$ cat src/rtl/inst_fetch_unit.sv
// inst_fetch_unit: PC-holding fetch stage with req/ready memory handshake and valid/accept output
module inst_fetch_unit #(
  parameter logic [31:0] RESET_PC = 32'h0000_0000,
  parameter logic [31:0] NOP_INST = 32'h0000_0013
) (
  input  logic        clk,
  input  logic        rst,
  output logic        imem_req,
  output logic [31:0] imem_addr,
  input  logic        imem_ready,
  input  logic [31:0] imem_rdata,
  output logic        inst_valid,
  input  logic        inst_accept,
  output logic [31:0] inst,
  output logic [31:0] pc_out,
  output logic [6:0]  op,
  output logic [2:0]  fun,
  input  logic        redirect,
  input  logic [31:0] redirect_pc,
  output logic [31:0] fetch_count
);
  typedef enum logic {FETCH, HOLD} state_t;
  state_t state, state_n;
  logic [31:0] pc, pc_n, inst_n, pc_out_n, count_n;
  assign imem_req   = !rst && state == FETCH;
  assign imem_addr  = pc;
  assign inst_valid = state == HOLD;
  assign op         = inst[6:0];
  assign fun        = inst[14:12];
  // redirect outranks both handshakes and discards any data returned with it
  always_comb begin
    state_n  = state;
    pc_n     = pc;
    inst_n   = inst;
    pc_out_n = pc_out;
    count_n  = fetch_count;
    if (redirect) begin
      state_n = FETCH;
      pc_n    = {redirect_pc[31:2], 2'b00};
      inst_n  = NOP_INST;
    end else if (state == FETCH && imem_ready) begin
      state_n  = HOLD;
      pc_n     = pc + 32'd4;
      inst_n   = imem_rdata;
      pc_out_n = pc;
    end else if (state == HOLD && inst_accept) begin
      state_n = FETCH;
      inst_n  = NOP_INST;
      count_n = fetch_count + 32'd1;
    end
  end
  always_ff @(posedge clk) begin
    if (rst) begin
      state       <= FETCH;
      pc          <= RESET_PC;
      inst        <= NOP_INST;
      pc_out      <= RESET_PC;
      fetch_count <= '0;
    end else begin
      state       <= state_n;
      pc          <= pc_n;
      inst        <= inst_n;
      pc_out      <= pc_out_n;
      fetch_count <= count_n;
    end
  end
endmodule

$ cat config.mk
export PLATFORM = sky130hd
export DESIGN_NAME = inst_fetch_unit
export DESIGN_NICKNAME = d
export VERILOG_FILES = /design/src/rtl/inst_fetch_unit.sv
export SDC_FILE = /design/constraint.sdc
export NUM_CORES = 1
export LEC_CHECK = 0
export CORE_MARGIN = 1
export CORE_UTILIZATION = 45
export DETAILED_ROUTE_END_ITERATION = 10
export PLACE_DENSITY = 0.84
export SLEW_MARGIN = 10
export SYNTH_ARGS = -nofsm -noshare
export SYNTH_HDL_FRONTEND = slang
export SYNTH_SLANG_ARGS = --single-unit
$ cat constraint.sdc
create_clock -name clk -period 2.6 [get_ports clk]
set_input_delay 0.26 -clock clk [delete_from_list [all_inputs] [get_ports clk]]
set_output_delay 0.26 -clock clk [all_outputs]
set_load 0.005 [all_outputs]
==> flow_summary.json <==
{
  "status": "finished, final reports clean",
  "post_cts_buffers": 0,
  "synth_warnings": 0,
  "fp.dieW_um": 114,
  "track_usage_pct": 25.8,
  "cts.htree.levels": 4,
  "gp_congestion": 0.852,
  "antenna_cells": 0,
  "peakVddDrop_mv": 0.438,
  "hold_class": "in2reg",
  "drt_first_iter_violations": 356,
  "grt_max_degree": 39,
  "cp_slowest_cell": "or4_1",
  "drtPass1Iterations": 4,
  "core_area_mm2": 0.0121,
  "wire_per_inst_um": 16.1,
  "synth-compound-area-share_pct": 18.3,
  "slew_headroom_pct": 55.6,
  "setup-tns-final_ps": 0,
  "critPathMaxStageDelay_ps": 790,
  "finish.utilization_pct": 68.5,
  "powerDensity_mw_per_mm2": 585,
  "synth_xor_area_share_pct": 2.48,
  "cp_max_fo": 17,
  "vias": 5838,
  "ys_seq_area_share_pct": 44.2,
  "numPortBuffers": 202,
  "clock_path_buffers": 2,
  "cp.arrival_ps": 2590,
  "synth-adder-area-share_pct": 0.442,
  "synth-edff-count": 0,
  "vias_per_cell": 5.62,
  "drc": 0,
  "drv_slew": 0,
  "grt-ovfl-total": 0,
  "path_cells": "nand4_1 -> or4_1 -> nor4_1 -> mux2_2",
  "synth_cells": 679,
  "dieArea_mm2": 0.0130,
  "skew_ps": 5.59,
  "path_clk_slew_ps": 50,
  "areaGrowthSynthToFinish_pct": 46.6,
  "place_inst": 1010,
  "cp-start-kind": "flop",
  "die_h_um": 114,
  "top_level_ports": 209,
  "synth_top_family_by_area": "simple AND/OR/NAND/NOR gates",
  "cts_tree": "yes",
  "ctsRootBufferMaster": "clkbuf_16",
  "ys_types": 55,
  "antenna_found_initial": 0,
  "cts-resized-gates": 0,
  "tightest_slew_ps": 660,
  "drive_gt1_share_pct": 7.35,
  "synth-simple-area-share_pct": 27.1,
  "drtAntennaViolNets": 0,
  "fmax_mhz": 436,
  "stdcell_area_mm2": 0.00829,
  "layout_common_cells": "clkdlybuf4s50_1, dfxtp_1, nand2_1",
  "clkSinkCount": 125,
  "syn_area_per_cell_um2": 8.33,
  "leakagePower_uw": 0.00285,
  "endpoint_kind": "flop",
  "synthMuxAreaShare_pct": 0.553,
  "grt_pass1_wl_mm": 26.8,
  "timing.final.crit_period_ps": 2300,
  "fin_crit_sh_pct": 88.3,
  "cp.required_ps": 2900,
  "post_dp_cell_area_mm2": 0.00773,
  "totalWireLength_mm": 16.7,
  "rsz0062_at_grt": "no",
  "netlist_area_mm2": 0.00566,
  "finalHoldViolCount": 0,
  "drv_cap": 0,
  "setup-violations-final": 0,
  "hpwl_mm": 11.7,
  "ys_ff_latch": 125,
  "final_cell_count_no_fill": 1039,
  "synthFlopType": "dfxtp_1",
  "ctsHoldBuffers": 0,
  "grt_pass1_vias": 5566,
  "worst_skew_pair.late_latency_ps": 410,
  "cts_buffers": 17,
  "initial_core_util_pct": 46.7,
  "crit_type": "reg2reg",
  "layout.cells.most_common": "clkdlybuf4s50_1",
  "nets": 932,
  "rows": 40,
  "async_flop_share_pct": 0
}
==> critical path: cells and delay by family, from the launching register on <==
kind	cells	cell delay, ps
simple gates	3	1360
flops	1	450
mux	1	370
==> area by class of cell <==
type / count / area (µm²)
sequential: 125 / 2500
inverter: 10 / 37.5
multi-input combinational: 484 / 2790
fill: 1002 / 3820
clock inverter: 7 / 90.1
clock buffer: 22 / 474
tap: 168 / 210
timing repair buffer: 223 / 2190
==> synth_stat cells, types with 3 or more instances <==
| library cell | instances | area (µm²) |
|---|---|---|
| o31ai_1 | 18 | 135 |
| inv_1 | 10 | 37.5 |
| and3_1 | 9 | 56.3 |
| nand2_1 | 95 | 357 |
| buf_2 | 5 | 25.0 |
| clkbuf_8 | 3 | 41.3 |
| a311oi_1 | 10 | 87.6 |
| nand3b_1 | 3 | 22.5 |
| o21ai_0 | 14 | 70.1 |
| and4_1 | 7 | 61.3 |
| a2111oi_0 | 6 | 52.6 |
| clkbuf_1 | 34 | 128 |
| nor4_1 | 6 | 37.5 |
| xnor2_1 | 11 | 96.3 |
| nand4_1 | 17 | 106 |
| a21oi_1 | 57 | 285 |
| a31oi_1 | 5 | 31.3 |
| buf_4 | 15 | 113 |
| or4_1 | 20 | 150 |
| o22ai_1 | 4 | 25.0 |
| or3_1 | 15 | 93.8 |
| dfxtp_1 | 125 | 2500 |
| a22oi_1 | 31 | 233 |
| nor2b_1 | 8 | 50.1 |
| a211oi_1 | 9 | 67.6 |
| nor2_1 | 75 | 282 |
| xor2_1 | 5 | 43.8 |
| nand3_1 | 17 | 85.1 |
| nor3_1 | 7 | 35.0 |
==> worst paths after layout <==
check,cells past startpoint,slack [ps],end,startpoint
hold / removal,2,260,pc_out[26],rst
setup reg to reg,4,300,fetch_count[31],fetch_count[10]
hold reg to reg,2,450,pc_out[27],pc_out[27]
setup / recovery,4,300,fetch_count[31],fetch_count[10]
==> metal layers <==
layer | share of wire, % | GRT usage (%) | vias to the layer above
met5 | 0 | 0 | -
met4 | 2.3 | 10.9 | 0
met3 | 7.0 | 7.57 | 30
met2 | 48 | 43.3 | 206
met1 | 42 | 30.8 | 2794
li1 | - | - | 2808
==> through the flow <==
stage	setup WS [ps]	hold WS [ps]	total power, µW
after CTS	303	246	4880
after detailed placement	172	448	2610
after global placement	297	441	2590
final	304	260	4850
after floorplan	527	405	2310
after global routing	185	261	5020
==> logic make-up after synthesis <==
group	after synthesis
xor+xnor	16
compound gates	160
mux	3
buf+inv	73
fa+ha+maj	2
other cells	1
simple gates	299
flops	125
==> power breakdown <==
part	total (µW)	internal, µW	switching (µW)	leakage, µW
Sequential	2060	1980	77.6	0.00102
Combinational	514	293	221	0.00156
Clock	2280	1460	817	0.000274
Total	4850	3740	1120	0.00285
==> flip-flops by register name (all words and copies together), names as in the netlist <==
signal       cells
inst_valid       1
fetch_count     32
inst            32
pc_out          30
imem_addr       30
Power figures use the tool's default switching activity.
